File: config.mk
export PLATFORM = sky130hd
export DESIGN_NAME = addsub_seq_flat
export DESIGN_NICKNAME = d
export VERILOG_FILES = /design/src/rtl/addsub_pkg.sv /design/src/rtl/addsub_if.sv /design/src/rtl/addsub_chunk.sv /design/src/rtl/addsub_seq.sv /design/src/flat_wrapper.sv
export SDC_FILE = /design/constraint.sdc
export NUM_CORES = 1
export LEC_CHECK = 0
export ABC_CLOCK_PERIOD_IN_PS = 3350
export BUFFER_PORTS_ARGS = -buffer_cell sky130_fd_sc_hd__buf_2
export CAP_MARGIN = 25
export CORE_ASPECT_RATIO = 1.75
export CORE_MARGIN = 3
export CORE_UTILIZATION = 49
export CTS_CLUSTER_SIZE = 8
export DETAILED_ROUTE_END_ITERATION = 10
export PLACE_DENSITY = 0.76
export SYNTH_ARGS = -nofsm -noshare
export SYNTH_HDL_FRONTEND = slang
export SYNTH_SLANG_ARGS = --single-unit
File: constraint.sdc
create_clock -name clk -period 3.35 [get_ports clk]
set_clock_uncertainty 0.05 [all_clocks]
set_input_delay 0.1675 -clock clk [delete_from_list [all_inputs] [get_ports clk]]
set_output_delay 0.1675 -clock clk [all_outputs]
set_load 0.1 [all_outputs]
File: src/rtl/addsub_pkg.sv
// Shared types and constants for the chunked add/sub unit.
// Holds the FSM state encoding and the op codes.
package addsub_pkg;

   typedef enum logic [1:0] {
      S_IDLE,
      S_RUN,
      S_DONE
   } state_t;

   localparam logic OP_ADD = 1'b0;
   localparam logic OP_SUB = 1'b1;

endpackage

File: src/rtl/addsub_if.sv
// Operand/result handshake bundle for addsub_seq.
// master drives operands and out_ready; slave is the unit.
interface addsub_if #(
   parameter int WIDTH = 16
);

   logic             in_valid;
   logic             in_ready;
   logic [WIDTH-1:0] a;
   logic [WIDTH-1:0] b;
   logic             op;
   logic             out_valid;
   logic             out_ready;
   logic [WIDTH-1:0] result;
   logic             cout;
   logic             ovf;
   logic             zero;

   modport master (
      output in_valid, a, b, op, out_ready,
      input  in_ready, out_valid, result,
      input  cout, ovf, zero
   );

   modport slave (
      input  in_valid, a, b, op, out_ready,
      output in_ready, out_valid, result,
      output cout, ovf, zero
   );

endinterface

File: src/rtl/addsub_chunk.sv
// CHUNK-bit ripple of full adders.
// Ports: a, b, cin in; sum, cout, c_msb_in (carry into top bit) out.
module addsub_chunk #(
   parameter int CHUNK = 4
) (
   input  logic [CHUNK-1:0] a,
   input  logic [CHUNK-1:0] b,
   input  logic             cin,
   output logic [CHUNK-1:0] sum,
   output logic             cout,
   output logic             c_msb_in
);

   logic [CHUNK:0] cy;

   always_comb begin
      cy    = '0;
      cy[0] = cin;
      for (int i = 0; i < CHUNK; i++) begin
         cy[i+1] = (a[i] & b[i]) | (cy[i] & (a[i] ^ b[i]));
      end
   end

   assign sum      = a ^ b ^ cy[CHUNK-1:0];
   assign cout     = cy[CHUNK];
   assign c_msb_in = cy[CHUNK-1];

endmodule

File: src/rtl/addsub_seq.sv
// Multi-cycle add/sub, CHUNK bits per cycle with a registered carry.
// Ports: clk, rst (sync, active high); bus = addsub_if slave.
module addsub_seq
   import addsub_pkg::*;
#(
   parameter int WIDTH = 16,
   parameter int CHUNK = 4
) (
   input logic     clk,
   input logic     rst,
   addsub_if.slave bus
);

   localparam int NCHUNK = WIDTH / CHUNK;
   localparam int KW = (NCHUNK > 1) ? $clog2(NCHUNK) : 1;

   if (WIDTH < 2 || CHUNK < 1 || (WIDTH % CHUNK) != 0) begin : g_bad
      $error("addsub_seq: bad WIDTH/CHUNK");
   end

   state_t           state;
   state_t           state_nx;
   logic [WIDTH-1:0] a_q;
   logic [WIDTH-1:0] b_q;
   logic [WIDTH-1:0] res_q;
   logic [WIDTH-1:0] res_nx;
   logic [KW-1:0]    k;
   logic             carry;
   logic             cout_q;
   logic             ovf_q;
   logic             zero_q;
   logic             last;
   logic             accept;

   logic [CHUNK-1:0] c_sum;
   logic             c_cout;
   logic             c_msb;

   addsub_chunk #(.CHUNK(CHUNK)) u_chunk (
      .a        (a_q[int'(k)*CHUNK +: CHUNK]),
      .b        (b_q[int'(k)*CHUNK +: CHUNK]),
      .cin      (carry),
      .sum      (c_sum),
      .cout     (c_cout),
      .c_msb_in (c_msb)
   );

   assign last   = (k == KW'(NCHUNK - 1));
   assign accept = (state == S_IDLE) && bus.in_valid;

   // Full result as it will look after this chunk; zero uses it
   always_comb begin
      res_nx = res_q;
      res_nx[int'(k)*CHUNK +: CHUNK] = c_sum;
   end

   always_ff @(posedge clk) begin
      if (rst) state <= S_IDLE;
      else     state <= state_nx;
   end

   always_comb begin
      state_nx = state;
      unique case (1'b1)
         state == S_IDLE: if (bus.in_valid)  state_nx = S_RUN;
         state == S_RUN:  if (last)          state_nx = S_DONE;
         state == S_DONE: if (bus.out_ready) state_nx = S_IDLE;
         default:         state_nx = S_IDLE;
      endcase
   end

   always_ff @(posedge clk) begin
      if (rst) begin
         a_q    <= '0;
         b_q    <= '0;
         res_q  <= '0;
         k      <= '0;
         carry  <= 1'b0;
         cout_q <= 1'b0;
         ovf_q  <= 1'b0;
         zero_q <= 1'b0;
      end else if (accept) begin
         a_q   <= bus.a;
         // Subtract as A + ~B + 1; the +1 rides in on the carry
         b_q   <= (bus.op == OP_SUB) ? ~bus.b : bus.b;
         carry <= bus.op;
         k     <= '0;
      end else if (state == S_RUN) begin
         res_q <= res_nx;
         carry <= c_cout;
         k     <= k + 1'b1;
         if (last) begin
            cout_q <= c_cout;
            ovf_q  <= c_cout ^ c_msb;
            zero_q <= (res_nx == '0);
         end
      end
   end

   assign bus.in_ready  = (state == S_IDLE) && !rst;
   assign bus.out_valid = (state == S_DONE);
   assign bus.result    = res_q;
   assign bus.cout      = cout_q;
   assign bus.ovf       = ovf_q;
   assign bus.zero      = zero_q;

endmodule

File: src/flat_wrapper.sv
// flat-port wrapper written by rule: the top's interface ports become plain ports
module addsub_seq_flat import addsub_pkg::*;
#(
   parameter int WIDTH = 16,
   parameter int CHUNK = 4
)
  (clk, rst, bus_in_valid, bus_a, bus_b, bus_op, bus_out_ready, bus_in_ready, bus_out_valid, bus_result, bus_cout, bus_ovf, bus_zero);
  addsub_if #(.WIDTH(WIDTH)) bus_i ();
  input logic clk;
  input logic rst;
  input wire logic [$bits(bus_i.in_valid)-1:0] bus_in_valid;
  input wire logic [$bits(bus_i.a)-1:0] bus_a;
  input wire logic [$bits(bus_i.b)-1:0] bus_b;
  input wire logic [$bits(bus_i.op)-1:0] bus_op;
  input wire logic [$bits(bus_i.out_ready)-1:0] bus_out_ready;
  output wire logic [$bits(bus_i.in_ready)-1:0] bus_in_ready;
  output wire logic [$bits(bus_i.out_valid)-1:0] bus_out_valid;
  output wire logic [$bits(bus_i.result)-1:0] bus_result;
  output wire logic [$bits(bus_i.cout)-1:0] bus_cout;
  output wire logic [$bits(bus_i.ovf)-1:0] bus_ovf;
  output wire logic [$bits(bus_i.zero)-1:0] bus_zero;
  assign bus_i.in_valid = bus_in_valid;
  assign bus_i.a = bus_a;
  assign bus_i.b = bus_b;
  assign bus_i.op = bus_op;
  assign bus_i.out_ready = bus_out_ready;
  assign bus_in_ready = bus_i.in_ready;
  assign bus_out_valid = bus_i.out_valid;
  assign bus_result = bus_i.result;
  assign bus_cout = bus_i.cout;
  assign bus_ovf = bus_i.ovf;
  assign bus_zero = bus_i.zero;
  addsub_seq #(.WIDTH(WIDTH), .CHUNK(CHUNK)) u_core (.clk(clk), .rst(rst), .bus(bus_i));
endmodule
### Word level (Yosys, flattened, before mapping)

Cells that the tools add are included.

* output and inout bits: 21
* RAM bits: 0
* flip-flop bits (word level): 56
* bits of input ports: 37
* bits in latches: 0
* memories kept: 0
* ROM bits: 0

* multipliers: 0
* divide/modulo/power cells: 0
* mux-type cells: 8
* eq/ne operators: 6
* add/sub/neg operators: 2
* shift operators: 4
* reduce and logical (&&, ||, !) cells: 10
* order comparisons: 0
* bitwise logic cells: 21

Operator list (count)
* negator 4 -> 33 bit: 1
* variable shift 4 x 33 -> 16 bit (first input constant): 1
* indexed part select 4 x 33 -> 16 bit: 1
* indexed part select 16 x 5 -> 4 bit: 2
* bitwise mux 16 bit: 1
* logical NOT 16 bit: 1
* two-way mux 16 bit: 1
* NOT 16 bit: 1
* bitwise AND 1 bit: 8
* bitwise XOR 4 bit: 2
* two-way mux 2 bit: 3
* one-hot mux 2 bit (3 select lines): 1
* AND reduction 3 bit: 2
* bitwise XOR 1 bit: 5
* == test 2 bit (second input constant): 2
* != test 2 bit (second input constant): 2
* OR 1 bit: 4
* adder 2 x 1 -> 2 bit (second input constant): 1
* == test 2 x 1 -> 1 bit (second input constant): 1
* logical AND 1 bit: 2
* logical NOT 2 bit: 1
* two-way mux 1 bit: 2
* != test 2 x 1 -> 1 bit (second input constant): 1
* AND reduction 2 bit: 1
* 4 further kinds: 4

### Depth between registers and ports, before layout

* depth after elaboration: 12
* mapped depth: 14
* depth with buffers taken out: 12

### By module

A second synthesis with hierarchy kept.

* cells, all modules: 298
* area total of the unflattened synthesis: 2692.6 µm²

By module, submodules not included
* addsub_seq: area an instance 2582.5 µm², seq. area each 1121.1 µm², times used 1, cells an instance 286
* addsub_chunk: area an instance 110.1 µm², seq. area each 0.0 µm², times used 1, cells an instance 12

### Worst setup path before layout

Ideal clock, no wire load.

* kind: register to register
* start: register u_core.k[0]
* end: register u_core.zero_q, in the netlist u_core.bus.zero
* stages on the path, launching flop included: 15
* data arrival time: 3175 ps
* setup slack: 1 ps
* buffers on the path: 2
* library setup time: 124 ps
* cell sequence: dfxtp_1 > buf_4 > buf_6 > mux4_2 > inv_1 > fa_1 > inv_1 > fa_1 > inv_1 > fa_1 > fa_1 > nor2b_1 > a221o_1 > nand4_1 > o31ai_1

* cells in the longest elaborated chain, start to end: 12
* elaborated cells between the ends (all ways): 23
* those cells by class: add/sub (1); eq/ne (1); shift (4); mux (1); bitwise (14); reduce/logical (2)

Ends and longest elaborated chain
* start, declared: line addsub_seq.sv:27 `logic [KW-1:0] k;`
* start signal, assigned: line addsub_seq.sv:91 `k <= k + 1'b1;`
* indexed part select 16 x 5 -> 4 bit, on equally long branches: line addsub_seq.sv:40, addsub_seq.sv:41
* bitwise XOR 1 bit: line addsub_chunk.sv:20 `cy[i+1] = (a[i] & b[i]) | (cy[i] & (a[i] ^ b[i]));`
* bitwise AND 1 bit: line addsub_chunk.sv:20
* OR 1 bit: line addsub_chunk.sv:20
* bitwise AND 1 bit: line addsub_chunk.sv:20
* OR 1 bit: line addsub_chunk.sv:20
* bitwise AND 1 bit: line addsub_chunk.sv:20
* OR 1 bit: line addsub_chunk.sv:20
* bitwise XOR 4 bit: line addsub_chunk.sv:24 `assign sum = a ^ b ^ cy[CHUNK-1:0];`
* indexed part select 4 x 33 -> 16 bit: line addsub_seq.sv:54 `res_nx[int'(k)*CHUNK +: CHUNK] = c_sum;`
* bitwise mux 16 bit: line addsub_seq.sv:54
* logical NOT 16 bit: line addsub_seq.sv:95 `zero_q <= (res_nx == '0);`
* end signal, assigned: line addsub_seq.sv:95
* end, declared: line addsub_seq.sv:31 `logic zero_q;`

Several ways; a longest one is shown, not always the timed one.
A chain may end at the register's enable or synchronous reset.

### Worst setup path in the final report

Ends and elaborated chain as after synthesis.

==> impl.org <==
** Critical path
- Data on the critical path arrives at its endpoint at ~3.3 ns.
- R2r startpoint :: u_core.k[0]$_SDFFE_PP0P_
- Critical path start-end classification :: register to register
- STA puts the critical path data required time at between 3 and 4 ns.
- Worst setup startpoint :: u_core.k[0]$_SDFFE_PP0P_
- Endpoint kind of the worst setup timing path :: register
- Depth of the worst register-to-register path :: 12
- STA classifies the critical path startpoint as a register.
- Peak fanout along the critical path :: 4

** Timing
- Number of failing hold endpoints at the final stage :: 0
- After layout, the worst setup slack is 0.161 ns.
- Measured against its own limit, the worst slew margin works out to 0.572.
- For the pin with the worst max-slew slack, the measured transition is roughly 0.64 ns.
- Setup violations remaining at the end of the flow were counted as 0.
- Maximum operating frequency :: around 0.31 GHz
- Counting I/O delays and the setup requirement, the final critical path takes approximately 3.2 ns.
- The number of slew-limit violations in the final report was 0.
- Final cycle utilization of the critical path :: 0.952

** Floorplanning
- Top-Level Pins :: 58
- Floorplan core area :: about 5600 µm²
- The die is approximately 110 µm tall.
- The die is 64.2 µm wide.
- The initial utilization of the core area, before any placement, comes to 0.515.
- Placement Rows :: 36
- Die area :: between 6000 and 7000 µm²

** Global routing
- For this run the aggregate overflow at the end of global routing stands at 0.
- Global-route usage over all layers :: 0.182
- The via count of the first global-routing pass is 2288.
- Largest net degree at the start of global routing :: between 50 and 60
- The first global-routing pass estimated ~9900 µm of wire.
- The number of antenna violations at the first check in global routing was 0.

** Synth
- The number of nets in the synthesized netlist is 360.
- Post-synthesis cell count :: between 300 and 400
- For this run, the number of Yosys warnings is 0.
- Post-Synthesis Cell Area :: around 2900 µm²
- The share of the Yosys chip area taken by registers is 0.387.
- Synthesis inferred 56 register bits.
- In the synthesized netlist, the cells that appear most often are sky130_fd_sc_hd__dfxtp_1, sky130_fd_sc_hd__nand2_1, sky130_fd_sc_hd__nor2_1.
- Most common flop cell mapped by yosys :: sky130_fd_sc_hd__dfxtp_1
- Cell with the most instances after synthesis :: sky130_fd_sc_hd__dfxtp_1
- Distinct cell type count after synthesis :: a little over 40
- Number of enable-type register cells in the synthesized netlist :: 0
- Yosys attributes the largest share of cell area to sky130_fd_sc_hd__dfxtp_1, sky130_fd_sc_hd__a211oi_2, sky130_fd_sc_hd__mux4_2.
- sky130_fd_sc_hd__dfxtp_1 takes more of the synthesized area than any other cell.
- Each instance of the synthesized netlist takes up on average 9.27 µm².
- Area share of the largest cell type after synthesis :: 0.387
- Ys async rst share :: 0

** CTS
- The clock net in this run drives a total of 56 sinks.
- Htree depth :: 2
- Max clock buf depth :: 2
- Clock latency of the later-clocked register in the worst-skew pair :: 0.30 ns
- CTS root buf :: sky130_fd_sc_hd__clkbuf_8
- Post-CTS clock slew at the launch and capture registers of the worst setup and hold paths :: approximately 0.10 ns
- TritonCTS built the clock tree.
- TritonCTS buffer count :: 5
- CTS Hold Buffers Added :: 0

** Detailed routing
- Detailed Route Iter0 Violations :: around 140
- Using the TritonRoute via totals, the vias-per-cell ratio works out to between 5 and 6.
- Initial DRT Pass Iterations :: 4
- After detailed routing, the number of remaining DRC violations is 0.
- Number of vias in the routed layout :: 2378
- After detailed routing, the average wire length per cell comes to about 14 µm.
- For this block, the routed nets add up to 6150 µm of wire.
- In this run the remaining antenna-violating nets after routing total 0.

** Worst hold path
- Hold Crit Depth :: 3
- HP Class :: input port to register
- In this run the most critical hold path is launched from bus_a[14].

** Cells and area
- Counting the fill cells in the layout gives ~520.
- In the final layout, the share of cells above drive strength 1 is 0.289.
- The number of antenna diodes in the final layout is 0.
- Number of nets in the layout :: roughly 400
- Area overhead of the layout relative to synthesis :: 13.9%
- Footprint of the multi-input gates :: 1600 µm²
- Sequential cell area :: 1120 µm²
- Total non-filler cell area in the finished layout :: 3300 µm²

** Placement
- The congestion estimate from routability-driven global placement came to approximately 0.92.
- The HPWL after detailed placement is approximately 4600 µm.
- Input and output buffers added on the ports amount to 57.
- Summing all placed instances gives a cell area of between 3000 and 4000 µm².
- Prior to clock tree synthesis, the placed netlist has a worst setup slack of 0.0758 ns.

** Power
- In this run the static leakage power is between 0.001 and 0.0015 µW.
- VDD sags by at most 275 µV.
- In this run the power density over the cells is approximately 450 nW/µm².
- The design draws approximately 1500 µW.

** Run
- Max-cap violations :: 0

** Outcome
- The flow ran to the end, and the final reports show no timing, DRC or antenna violations.
## timing repair
| item | in CTS | in global routing |
|---|---|---|
| buffers inserted | 0 | 1 |
| gates resized for setup | 0 | 3 |
| endpoints found under the setup margin | 0 | 1 |
## layer usage
| metal | vias up | GRT usage | routed length, µm |
|---|---|---|---|
| li1 | 1183 | - | - |
| met1 | 1113 | 0.194 | 2370 |
| met2 | 59 | 0.329 | 3350 |
| met3 | 23 | 0.0313 | 216 |
| met4 | 0 | 0.104 | 222 |
| met5 | - | 0 | 0 |
## critical path, stage by stage, from the launching register on
cell                      delay, ns
sky130_fd_sc_hd__dfxtp_2       0.39
sky130_fd_sc_hd__mux4_2        0.51
sky130_fd_sc_hd__inv_1         0.09
sky130_fd_sc_hd__fa_1          0.16
sky130_fd_sc_hd__inv_1         0.05
sky130_fd_sc_hd__fa_1          0.35
sky130_fd_sc_hd__inv_1         0.08
sky130_fd_sc_hd__fa_1          0.24
sky130_fd_sc_hd__fa_2          0.49
sky130_fd_sc_hd__nor2b_1       0.15
sky130_fd_sc_hd__a221o_1       0.35
sky130_fd_sc_hd__nand4_1       0.09
sky130_fd_sc_hd__o31ai_1       0.07
## worst paths after layout
| kind | endpoint | slack (ns) |
|---|---|---|
| min | u_core.a_q[14]$_SDFFE_PP0P_ | 0.05 |
| max | u_core.bus.zero$_SDFFE_PP0P_ | 0.16 |
| max reg2reg | u_core.bus.zero$_SDFFE_PP0P_ | 0.16 |
| min reg2reg | u_core.a_q[14]$_SDFFE_PP0P_ | 0.41 |
## flip-flops by register name, indices dropped and copies added (netlist names)
register and count:
u_core.a_q 16, u_core.carry 1, u_core.b_q 16, u_core.bus.ovf 1, u_core.bus.zero 1, u_core.bus.cout 1
u_core.k 2, u_core.state 2, u_core.bus.result 16
## where the power goes
part | switching (µW) | total [µW] | internal (µW)
Clock | 200 | 369 | 169
Sequential | 24.3 | 730 | 706
Combinational | 239 | 376 | 137
Total | 464 | 1480 | 1010
## area by class of cell
cell class	count	share of cell area
Sequential cell	56	0.340
Tap cell	76	0.0288
Multi-Input combinational cell	223	0.485
Timing Repair Buffer	64	0.106
Clock buffer	8	0.0273
Inverter	12	0.0136
## cells in the final DEF (no fill, tap or decap), types with 2 or more instances in the layout
cell / n
sky130_fd_sc_hd__buf_2: 57
sky130_fd_sc_hd__dfxtp_1: 55
sky130_fd_sc_hd__nand2_1: 40
sky130_fd_sc_hd__nor2_1: 39
sky130_fd_sc_hd__a21oi_1: 27
sky130_fd_sc_hd__xnor2_1: 18
sky130_fd_sc_hd__a211oi_2: 16
sky130_fd_sc_hd__inv_1: 11
sky130_fd_sc_hd__mux4_2: 8
sky130_fd_sc_hd__a211oi_1: 8
sky130_fd_sc_hd__nor2b_1: 7
sky130_fd_sc_hd__nor3_1: 6
sky130_fd_sc_hd__nand3b_1: 6
sky130_fd_sc_hd__ha_1: 6
sky130_fd_sc_hd__clkbuf_8: 6
sky130_fd_sc_hd__buf_4: 6
sky130_fd_sc_hd__nand2b_1: 4
sky130_fd_sc_hd__nor4_1: 4
sky130_fd_sc_hd__a31oi_1: 3
sky130_fd_sc_hd__nand4_1: 3
sky130_fd_sc_hd__fa_1: 3
sky130_fd_sc_hd__and2_4: 2
sky130_fd_sc_hd__nor3_2: 2
sky130_fd_sc_hd__nor4b_1: 2
sky130_fd_sc_hd__a41oi_1: 2
sky130_fd_sc_hd__nand3_1: 2
sky130_fd_sc_hd__a2bb2oi_1: 2
sky130_fd_sc_hd__clkbuf_1: 2
## through the flow
| step | TNS (ns) | hold WS [ns] | std cells | util |
|---|---|---|---|---|
| 2_1_floorplan | 0 | 0.253 | 313 | - |
| 3_3_place_gp | 0 | 0.362 | 429 | 0.565 |
| 6_report | 0 | 0.0469 | 439 | 0.587 |
| 5_1_grt | -0.00165 | 0.0348 | 439 | 0.587 |
| 4_1_cts | 0 | 0.0382 | 437 | 0.581 |
| 3_5_place_dp | 0 | 0.365 | 429 | 0.565 |
## cell families (layout without fill, tap and decap cells)
logic type,count (synthesis),after routing,synth area share
and+or+nand+nor,120,120,0.199
muxes,9,9,0.0656
buffers and inverters,34,84,0.0625
DFF,56,56,0.387
AOI/OAI and AO/OA,66,66,0.179
xor gates and xnor gates,18,18,0.0544
adders and majority gates,10,10,0.0535
No activity file was read; power rests on OpenSTA's default activity.
